$ cat src/rtl/alu_nibble_serial_if.sv
// Handshake and data bundle for alu_nibble_serial.
// The slave modport is the ALU side; master is the producer/consumer side.
// Optional macro ALU_OVF_EN adds the signed-overflow flag ovf.
interface alu_nibble_serial_if #(
    parameter int WIDTH = 16
);
    logic             in_valid;
    logic             in_ready;
    logic [WIDTH-1:0] d1;
    logic [WIDTH-1:0] d2;
    logic [4:0]       ctrl;
    logic             out_valid;
    logic             out_ready;
    logic [WIDTH-1:0] res;
    logic             carry_out;
    logic             zero;
    logic             all_ones;
`ifdef ALU_OVF_EN
    logic             ovf;
`endif

    modport slave (
        input  in_valid, d1, d2, ctrl, out_ready,
        output
`ifdef ALU_OVF_EN
               ovf,
`endif
               in_ready, out_valid, res, carry_out, zero, all_ones
    );

    modport master (
        output in_valid, d1, d2, ctrl, out_ready,
        input
`ifdef ALU_OVF_EN
               ovf,
`endif
               in_ready, out_valid, res, carry_out, zero, all_ones
    );
endinterface

$ cat src/rtl/alu_nibble_serial.sv
// Nibble-serial ALU: a WIDTH-bit operation runs as WIDTH/4 slices through one
// shared 4-bit datapath, one slice per clock, with the inter-slice carry or
// shift bit held in a register. Valid/ready handshakes on both sides.
// Optional macro ALU_OVF_EN adds the signed-overflow output ovf.
module alu_nibble_serial #(
    parameter int WIDTH = 16
) (
    input logic               clk,
    input logic               rst_n,
    alu_nibble_serial_if.slave bus
);
    localparam int NSL = WIDTH / 4;
    localparam int CW  = (NSL > 1) ? $clog2(NSL) : 1;

    generate
        if ((WIDTH % 4) != 0 || WIDTH < 4) begin : g_bad_width
            $error("alu_nibble_serial: WIDTH must be a multiple of 4 and >= 4");
        end
    endgenerate

    typedef enum logic [1:0] {IDLE, RUN, DONE} state_t;

    state_t           state;
    logic [CW-1:0]    cnt;
    logic [WIDTH-1:0] a_reg;
    logic [WIDTH-1:0] b_reg;
    logic [WIDTH-1:0] acc;
    logic             cd_reg;
    logic [1:0]       op_reg;
    logic             c_reg;

    logic             in_ready_r;
    logic             out_valid_r;
    logic [WIDTH-1:0] res_r;
    logic             carry_out_r;
    logic             zero_r;
    logic             all_ones_r;

    logic [CW-1:0]    idx;
    int unsigned      base;
    logic [3:0]       a_n;
    logic [3:0]       b_n;
    logic [4:0]       cc;
    logic [3:0]       sum;
    logic [3:0]       slice_out;
    logic             c_next;
    logic             carry_sel;
    logic             last;
    logic [WIDTH-1:0] merged;

    // Shared 4-bit slice: select the active nibble, compute it, merge into the result
    always_comb begin
        idx       = (op_reg == 2'b11) ? (CW'(NSL - 1) - cnt) : cnt;
        base      = 4 * int'(idx);
        a_n       = a_reg[base +: 4];
        b_n       = b_reg[base +: 4];
        cc        = '0;
        sum       = '0;
        cc[0]     = cd_reg ? 1'b0 : c_reg;
        for (int unsigned i = 0; i < 4; i++) begin
            sum[i]  = a_n[i] ^ b_n[i] ^ cc[i];
            cc[i+1] = cd_reg ? 1'b0
                             : ((a_n[i] & b_n[i]) | (a_n[i] & cc[i]) | (b_n[i] & cc[i]));
        end
        slice_out = sum;
        c_next    = c_reg;
        case (op_reg)
            2'b00: begin
                slice_out = sum;
                c_next    = cd_reg ? c_reg : cc[4];
            end
            2'b01:   slice_out = a_n & b_n;
            2'b10:   slice_out = a_n | b_n;
            default: begin
                slice_out = {c_reg, b_n[3:1]};
                c_next    = b_n[0];
            end
        endcase
        carry_sel = ((op_reg == 2'b00) && !cd_reg) || (op_reg == 2'b11) ? c_next : 1'b0;
        last      = (cnt == CW'(NSL - 1));
        merged    = acc;
        merged[base +: 4] = slice_out;
    end

`ifdef ALU_OVF_EN
    logic ovf_r;
`endif

    // Control FSM with registered handshake outputs and result/flag capture
    always_ff @(posedge clk or negedge rst_n) begin
        if (!rst_n) begin
            state       <= IDLE;
            cnt         <= '0;
            a_reg       <= '0;
            b_reg       <= '0;
            acc         <= '0;
            cd_reg      <= 1'b0;
            op_reg      <= '0;
            c_reg       <= 1'b0;
            in_ready_r  <= 1'b1;
            out_valid_r <= 1'b0;
            res_r       <= '0;
            carry_out_r <= 1'b0;
            zero_r      <= 1'b0;
            all_ones_r  <= 1'b0;
`ifdef ALU_OVF_EN
            ovf_r       <= 1'b0;
`endif
        end else begin
            case (state)
                IDLE: begin
                    if (bus.in_valid) begin
                        a_reg      <= bus.d1;
                        b_reg      <= bus.d2 ^ {WIDTH{bus.ctrl[3]}};
                        cd_reg     <= bus.ctrl[2];
                        op_reg     <= bus.ctrl[1:0];
                        c_reg      <= bus.ctrl[4];
                        cnt        <= '0;
                        acc        <= '0;
                        in_ready_r <= 1'b0;
                        state      <= RUN;
                    end
                end
                RUN: begin
                    acc   <= merged;
                    c_reg <= c_next;
                    if (last) begin
                        state       <= DONE;
                        out_valid_r <= 1'b1;
                        res_r       <= merged;
                        zero_r      <= (merged == '0);
                        all_ones_r  <= (merged == '1);
                        carry_out_r <= carry_sel;
`ifdef ALU_OVF_EN
                        ovf_r       <= ((op_reg == 2'b00) && !cd_reg) ? (cc[3] ^ cc[4]) : 1'b0;
`endif
                    end else begin
                        cnt <= cnt + 1'b1;
                    end
                end
                DONE: begin
                    if (bus.out_ready) begin
                        state       <= IDLE;
                        out_valid_r <= 1'b0;
                        in_ready_r  <= 1'b1;
                    end
                end
                default: state <= IDLE;
            endcase
        end
    end

    assign bus.in_ready  = in_ready_r;
    assign bus.out_valid = out_valid_r;
    assign bus.res       = res_r;
    assign bus.carry_out = carry_out_r;
    assign bus.zero      = zero_r;
    assign bus.all_ones  = all_ones_r;
`ifdef ALU_OVF_EN
    assign bus.ovf       = ovf_r;
`endif
endmodule

$ cat src/flat_wrapper.sv
// flat-port wrapper written by rule: the top's interface ports become plain ports
module alu_nibble_serial_flat 
#(
    parameter int WIDTH = 16
)
  (clk, rst_n, bus_in_valid, bus_d1, bus_d2, bus_ctrl, bus_out_ready, bus_in_ready, bus_out_valid, bus_res, bus_carry_out, bus_zero, bus_all_ones);
  alu_nibble_serial_if #(.WIDTH(WIDTH)) bus_i ();
  input logic clk;
  input logic rst_n;
  input wire logic [$bits(bus_i.in_valid)-1:0] bus_in_valid;
  input wire logic [$bits(bus_i.d1)-1:0] bus_d1;
  input wire logic [$bits(bus_i.d2)-1:0] bus_d2;
  input wire logic [$bits(bus_i.ctrl)-1:0] bus_ctrl;
  input wire logic [$bits(bus_i.out_ready)-1:0] bus_out_ready;
  output wire logic [$bits(bus_i.in_ready)-1:0] bus_in_ready;
  output wire logic [$bits(bus_i.out_valid)-1:0] bus_out_valid;
  output wire logic [$bits(bus_i.res)-1:0] bus_res;
  output wire logic [$bits(bus_i.carry_out)-1:0] bus_carry_out;
  output wire logic [$bits(bus_i.zero)-1:0] bus_zero;
  output wire logic [$bits(bus_i.all_ones)-1:0] bus_all_ones;
  assign bus_i.in_valid = bus_in_valid;
  assign bus_i.d1 = bus_d1;
  assign bus_i.d2 = bus_d2;
  assign bus_i.ctrl = bus_ctrl;
  assign bus_i.out_ready = bus_out_ready;
  assign bus_in_ready = bus_i.in_ready;
  assign bus_out_valid = bus_i.out_valid;
  assign bus_res = bus_i.res;
  assign bus_carry_out = bus_i.carry_out;
  assign bus_zero = bus_i.zero;
  assign bus_all_ones = bus_i.all_ones;
  alu_nibble_serial #(.WIDTH(WIDTH)) u_core (.clk(clk), .rst_n(rst_n), .bus(bus_i));
endmodule
$ cat config.mk
export PLATFORM = sky130hd
export DESIGN_NAME = alu_nibble_serial_flat
export DESIGN_NICKNAME = d
export VERILOG_FILES = /design/src/rtl/alu_nibble_serial_if.sv /design/src/rtl/alu_nibble_serial.sv /design/src/flat_wrapper.sv
export SDC_FILE = /design/constraint.sdc
export NUM_CORES = 1
export LEC_CHECK = 0
export CAP_MARGIN = 25
export CORE_MARGIN = 2
export CORE_UTILIZATION = 45
export DETAILED_ROUTE_END_ITERATION = 8
export GPL_TIMING_DRIVEN = 0
export PLACE_DENSITY_LB_ADDON = 0.12
export SYNTH_ARGS = -nofsm -noshare
export SYNTH_HDL_FRONTEND = slang
export SYNTH_SLANG_ARGS = --single-unit
$ cat constraint.sdc
create_clock -name clk -period 12.95 [get_ports clk]
set_input_delay 2.59 -clock clk [delete_from_list [all_inputs] [get_ports clk]]
set_output_delay 2.59 -clock clk [all_outputs]
set_load 0.005 [all_outputs]
==> results.sh, run 1 <==
export IMPL_wl_um=10270
export IMPL_antenna_found_initial=0
export IMPL_rsz0062_at_grt="no"
export IMPL_whs_path_depth=2
export IMPL_grt_pass1_wl_um=17080
export IMPL_via_per_inst=5.470
export IMPL_fmax_mhz=185.0
export IMPL_cts_resized=0
export IMPL_final_cell_mix="dfrtp_1 (76), clkdlybuf4s50_1 (59), nand2_1 (41)"
export IMPL_cts_htree_levels=3
export IMPL_crit_arrival_ps=5680
export IMPL_nets=541
export IMPL_synthArstFlopShare=1.000
export IMPL_status="finished clean"
export IMPL_post_cts_buffers=0
export IMPL_r2r_start="u_core.op_reg[0]"
export IMPL_min_path_type="flop to flop"
export IMPL_core_area_um2=9240
export IMPL_ir_drop_mv=0.1220
export IMPL_place_congestion=0.9155
export IMPL_power_leakage_nw=2.214
export IMPL_place_area_um2=5084
export IMPL_period_share=0.4173
export IMPL_cts_hold_buf=0
export IMPL_worst_setup_path_end_kind="flop"
export IMPL_insertion_delay_ps=360
export IMPL_ys_flop_type="dfrtp_1"
export IMPL_hold_violations=0
export IMPL_yosysSeqAreaShare=0.4487
export IMPL_num_io_pins=62
export IMPL_post_dp_hpwl_um=7625
export IMPL_tightestPinTransition_ps=849.1
export IMPL_final_layout_size_suffix_gt1_frac=0.1408
export IMPL_gr_total_overflow=0
export IMPL_vias=3386
export IMPL_drc=0
export IMPL_initial_utilization=0.4650
export IMPL_fp_row_count=35
export IMPL_crit_fanout=6
export IMPL_worstRegToRegCells=18
export IMPL_max_cap_viol_count=0
export IMPL_min_period_ps=5404
export IMPL_grt_max_degree=46
export IMPL_rrSetupSlack_ps=7550
export IMPL_synth_edf_count=0
export IMPL_numClockSinks=77
export IMPL_nFillCells=844
export IMPL_ys_ff_latch=77
export IMPL_fin_worst_skew_ps=12.14
export IMPL_finalSetupTns_ps=0
export IMPL_drtIter0Drc=157
export IMPL_die_h_um=101.7
export IMPL_root_buffer="clkbuf_8"
export IMPL_setup_viol_count_final=0
export IMPL_crit_path_start_kind="flop"
export IMPL_area_growth_pct=24.02
export IMPL_first_pass_iters=5
export IMPL_io_buffers=60
export IMPL_die_w_um=101.7
export IMPL_clk_pin_slew_ps=90
export IMPL_slew_headroom=0.4177
export IMPL_dieArea_um2=10350
export IMPL_crit_type="flop to flop"
export IMPL_wire_per_inst_um=16.59
export IMPL_power_density_nw_per_um2=284.6
export IMPL_finalMaxSlewViolations=0
export IMPL_hold_path_end="u_core.bus.res[14]"
export IMPL_stdcell_area_um2=5329
export IMPL_layout_commonest_cell="dfrtp_1"
export IMPL_ys_types=70
export IMPL_diodes=0
export IMPL_crit_required_ps=13230
export IMPL_post_synth_cell_area_avg_um2=10.40
export IMPL_synth_warnings=0
export IMPL_rr_endpoint="u_core.bus.all_ones"
export IMPL_worstHoldStart="u_core.bus.res[14]"
export IMPL_cts_tree="done"
export IMPL_syn_nets=469
export IMPL_grt_usage=0.2137
export IMPL_ant_nets=0
export IMPL_netlist_area_um2=4297
export IMPL_grt_pass1_vias=3334
export IMPL_cts_buffers=9
export IMPL_clockBufferDepth=2
export IMPL_netlist_instances=413
==> cell families (layout without fill, tap and decap cells) <==
kind of cell,Yosys count,count (layout),synth area share
xor gates and xnor gates,19,19,0.04223
DFF,77,77,0.4487
muxes,29,29,0.09027
and+or+nand+nor,127,127,0.1511
buffers and inverters,40,117,0.04572
AOI/OAI and AO/OA,106,106,0.1730
adders and majority gates,15,15,0.04892
==> critical path: stages (launching register included) <==
cell and delay [ps]:
dfrtp_1 400, ha_1 320, xnor2_2 500, mux4_2 380, ha_1 190, inv_1 40
a21oi_1 160, fa_1 190, nand2b_1 80, fa_1 420, or2_2 300, fa_1 440
or2b_1 220, a41o_1 320, o31a_1 310, or3_1 360, nor4_2 340, nand4b_1 160
o31ai_2 180
==> where the power goes <==
| group | switching, mW | internal [mW] | leakage [nW] |
|---|---|---|---|
| Clock | 0.0963 | 0.129 | 0.124 |
| Sequential | 0.0696 | 0.341 | 0.949 |
| Combinational | 0.507 | 0.373 | 1.14 |
==> through the flow <==
step           cells    util  setup slack [ps]  hold WS (ps)  power [mW]
3_5_place_dp     603  0.5502              7565         469.2       1.282
3_3_place_gp     602  0.5475              6541         464.0       1.260
5_1_grt          619  0.5767              7298         512.7       1.632
2_1_floorplan    413       -              8182         448.2       1.022
4_1_cts          619  0.5767              7531         488.1       1.512
6_report         619  0.5767              7546         481.4       1.516
==> how the worst max path moves through the flow <==
| stage | startpoint | to |
|---|---|---|
| after floorplan | u_core.op_reg[0] | u_core.bus.all_ones |
| after global placement | rst_n | u_core.bus.res[7] |
| after detailed placement | u_core.op_reg[0] | u_core.bus.all_ones |
| after CTS | u_core.op_reg[0] | u_core.bus.all_ones |
| after global routing | u_core.op_reg[0] | u_core.bus.all_ones |
| final | u_core.op_reg[0] | u_core.bus.all_ones |
==> cell type report <==
class	count	area, µm²	share of cell area
Buffer	22	126.4	0.02371
Clock buffer	9	123.9	0.02324
Clock inverter	7	121.4	0.02278
Inverter	18	70.07	0.01315
Multi-Input combinational cell	296	2172	0.4076
Sequential cell	77	1928	0.3618
Tap cell	129	161.4	0.03029
Timing Repair Buffer	61	625.6	0.1174
==> synth_stat cells (6+ instances only) <==
| library cell | number | area, µm² |
|---|---|---|
| a32oi_1 | 6 | 52.55 |
| nand2b_1 | 6 | 37.54 |
| dfrtp_1 | 76 | 1902 |
| clkbuf_1 | 13 | 48.80 |
| xnor2_1 | 16 | 140.1 |
| nor2_1 | 32 | 120.1 |
| o21ai_0 | 23 | 115.1 |
| o22ai_1 | 14 | 87.58 |
| ha_1 | 12 | 150.1 |
| a21oi_1 | 28 | 140.1 |
| nand3_1 | 12 | 60.06 |
| nand2_1 | 41 | 153.9 |
| mux2_2 | 18 | 202.7 |
| inv_1 | 16 | 60.06 |
==> metal layers <==
metal / wire length (µm) / GRT usage / share of wire / up-vias
met5: 0 / 0 / 0 / -
met4: 123 / 0.05925 / 0.012 / 0
met3: 580 / 0.05107 / 0.056 / 12
met2: 4783 / 0.3300 / 0.47 / 113
met1: 4781 / 0.3019 / 0.47 / 1635
li1: - / - / - / 1626
Power figures use the tool's default switching activity.
==> run 2, diff against run 1 <==
==> constraint.sdc (replaced) <==
create_clock -name clk -period 4.6 [get_ports clk]
set_input_delay 0.92 -clock clk [delete_from_list [all_inputs] [get_ports clk]]
set_output_delay 0.92 -clock clk [all_outputs]
set_load 0.005 [all_outputs]
==> results.sh, run 2 (synthesis gave the netlist of run 1 again) <==
export IMPL_period_share=1.015
export IMPL_grt_pass1_wl_um=17480
export IMPL_via_per_inst=5.521
export IMPL_grt_max_degree=42
export IMPL_crit_required_ps=4870
export IMPL_r2r_start="u_core.op_reg[1]"
export IMPL_vias=3489
export IMPL_drc=0
export IMPL_status="finished, violations left"
export IMPL_nets=554
export IMPL_preCtsSetupSlack_ps=-504.0
export IMPL_critical_path_startpoint="u_core.op_reg[1]"
export IMPL_crit_fanout=6
export IMPL_grt_usage=0.2202
export IMPL_insertion_delay_ps=360
export IMPL_max_cap_viol_count=0
export IMPL_violations="negative setup slack"
export IMPL_fin_ws_ps=-69.16
export IMPL_cts_buffers=9
export IMPL_ant_nets=0
export IMPL_ir_drop_mv=0.3501
export IMPL_power_leakage_nw=2.259
export IMPL_fin_worst_skew_ps=9.948
export IMPL_grt_pass1_vias=3408
export IMPL_whs_ps=480.2
export IMPL_cts_htree_levels=3
export IMPL_final_layout_size_suffix_gt1_frac=0.1789
export IMPL_numClockSinks=77
export IMPL_min_path_type="flop to flop"
export IMPL_die_h_um=101.7
export IMPL_dieArea_um2=10350
export IMPL_tightestPinTransition_ps=782.1
export IMPL_area_growth_pct=27.32
export IMPL_post_dp_hpwl_um=7725
export IMPL_crit_arrival_ps=4940
export IMPL_wl_um=10540
export IMPL_fmax_mhz=214.2
export IMPL_drtIter0Drc=202
export IMPL_die_w_um=101.7
export IMPL_clk_pin_slew_ps=80
export IMPL_finalMaxSlewViolations=0
export IMPL_cp_slowest_cell="dfrtp_1"
export IMPL_initial_utilization=0.4650
export IMPL_worstPathCellList="ha_4 -> buf_4 -> or3b_4 -> and2_1 -> buf_6 -> o221a_2 -> fa_2 -> nand2b_1 -> fa_2 -> or2_4 -> fa_1 -> or2b_1 -> a41o_4 -> o31a_1 -> or3_1 -> nor4_2 -> nand4b_1 -> o31ai_2"
export IMPL_setup_viol_count_final=2
export IMPL_root_buffer="clkbuf_8"
export IMPL_layout_commonest_cell="dfrtp_1"
export IMPL_crit_top_cell="fa_2"
export IMPL_io_buffers=60
export IMPL_worstHoldStart="u_core.bus.res[9]"
export IMPL_cts_hold_buf=0
export IMPL_final_cell_mix="dfrtp_1 (76), clkdlybuf4s50_1 (59), nand2_1 (41)"
export IMPL_diodes=0
export IMPL_rsz0062_at_grt="yes"
export IMPL_fp_row_count=35
export IMPL_stdcell_area_um2=5470
export IMPL_worst_setup_path_end_kind="flop"
export IMPL_slew_headroom=0.4767
export IMPL_design_power_total_mw=4.511
export IMPL_power_density_nw_per_um2=824.7
export IMPL_min_period_ps=4669
export IMPL_first_pass_iters=5
export IMPL_max_stage_delay_ps=430
export IMPL_hold_violations=0
export IMPL_crit_type="flop to flop"
export IMPL_place_congestion=0.8796
export IMPL_gr_total_overflow=0
export IMPL_crit_path_start_kind="flop"
export IMPL_place_area_um2=5111
export IMPL_core_area_um2=9240
export IMPL_cts_tree="done"
export IMPL_wire_per_inst_um=16.68
export IMPL_post_route_util=0.5920
export IMPL_clockBufferDepth=2
export IMPL_antenna_found_initial=0
export IMPL_num_io_pins=62
run 2: changes by cell type in the layout (fill, tap and decap cells not counted), moves of 2 or more:
cell and change:
clkinv_2 +2, clkbuf_1 +2, ha_1 -2, ha_4 +2, fa_1 -2, fa_2 +2, clkinv_4 -2, buf_4 +13
run 2: final cells by class:
| type | count | area (µm²) |
|---|---|---|
| Buffer | 22 | 126.4 |
| Sequential cell | 77 | 1928 |
| Fill cell | 805 | 3770 |
| Inverter | 18 | 70.07 |
| Tap cell | 129 | 161.4 |
| Multi-Input combinational cell | 296 | 2262 |
| Clock inverter | 5 | 75.07 |
| Timing Repair Buffer | 74 | 715.7 |
| Clock buffer | 11 | 131.4 |
run 2: worst max-delay path: cells and delay by family (launching register included):
family,cells,cell delay (ps)
AOI/OAI and AO/OA,4,1000
adders and majority gates,4,1190
buffers and inverters,2,270
DFF,1,430
and+or+nand+nor,8,1700
run 2: worst paths after layout:
| check | end | slack, ps | depth (start not counted) |
|---|---|---|---|
| min in group asynchronous | u_core.a_reg[12] | 510 | 1 |
| setup / recovery | u_core.bus.all_ones | -70 | 18 |
| max in group asynchronous | u_core.bus.in_ready | 3450 | 2 |
| hold / removal | u_core.bus.res[9] | 480 | 2 |
| hold reg to reg | u_core.bus.res[9] | 480 | 2 |
| setup reg to reg | u_core.bus.all_ones | -70 | 18 |
run 2: report_power, final:
part           total [mW]  internal, mW  leakage (nW)  switching, mW
Combinational        2.79          1.26          1.20           1.53
Sequential           1.17         0.960         0.949          0.209
Clock               0.551         0.303         0.107          0.248
Total                4.51          2.52          2.26           1.99
run 2: through the flow:
step / TNS (ps) / cells
after global routing: -532.6 / 632
after floorplan: 0 / 413
after detailed placement: -908.2 / 603
after global placement: -9006 / 602
final: -122.1 / 632
after CTS: -78.88 / 628
run 2: timing repair:
action,4_1_cts,5_1_grt
pin swaps,11,6
gates resized for setup,12,2
hold endpoints to repair,0,0
setup endpoints to repair,2,2
setup buffers,9,4
run 2: routing by layer:
layer	vias up	wire length, µm	global-route usage
li1	1653	-	-
met1	1709	4904	0.3087
met2	110	4854	0.3436
met3	17	591	0.03658
met4	0	193	0.08420
met5	-	0	0
==> run 3, diff against run 2 <==
--- a/config.mk
+++ b/config.mk
@@ -8,6 +8,7 @@
 export CAP_MARGIN = 25
 export CORE_MARGIN = 2
 export CORE_UTILIZATION = 45
+export CTS_CLUSTER_DIAMETER = 60
 export DETAILED_ROUTE_END_ITERATION = 8
 export GPL_TIMING_DRIVEN = 0
 export PLACE_DENSITY_LB_ADDON = 0.12
==> results of run 3 <==
Same layout as run 2: the final DEF is identical, and so are final timing and power.
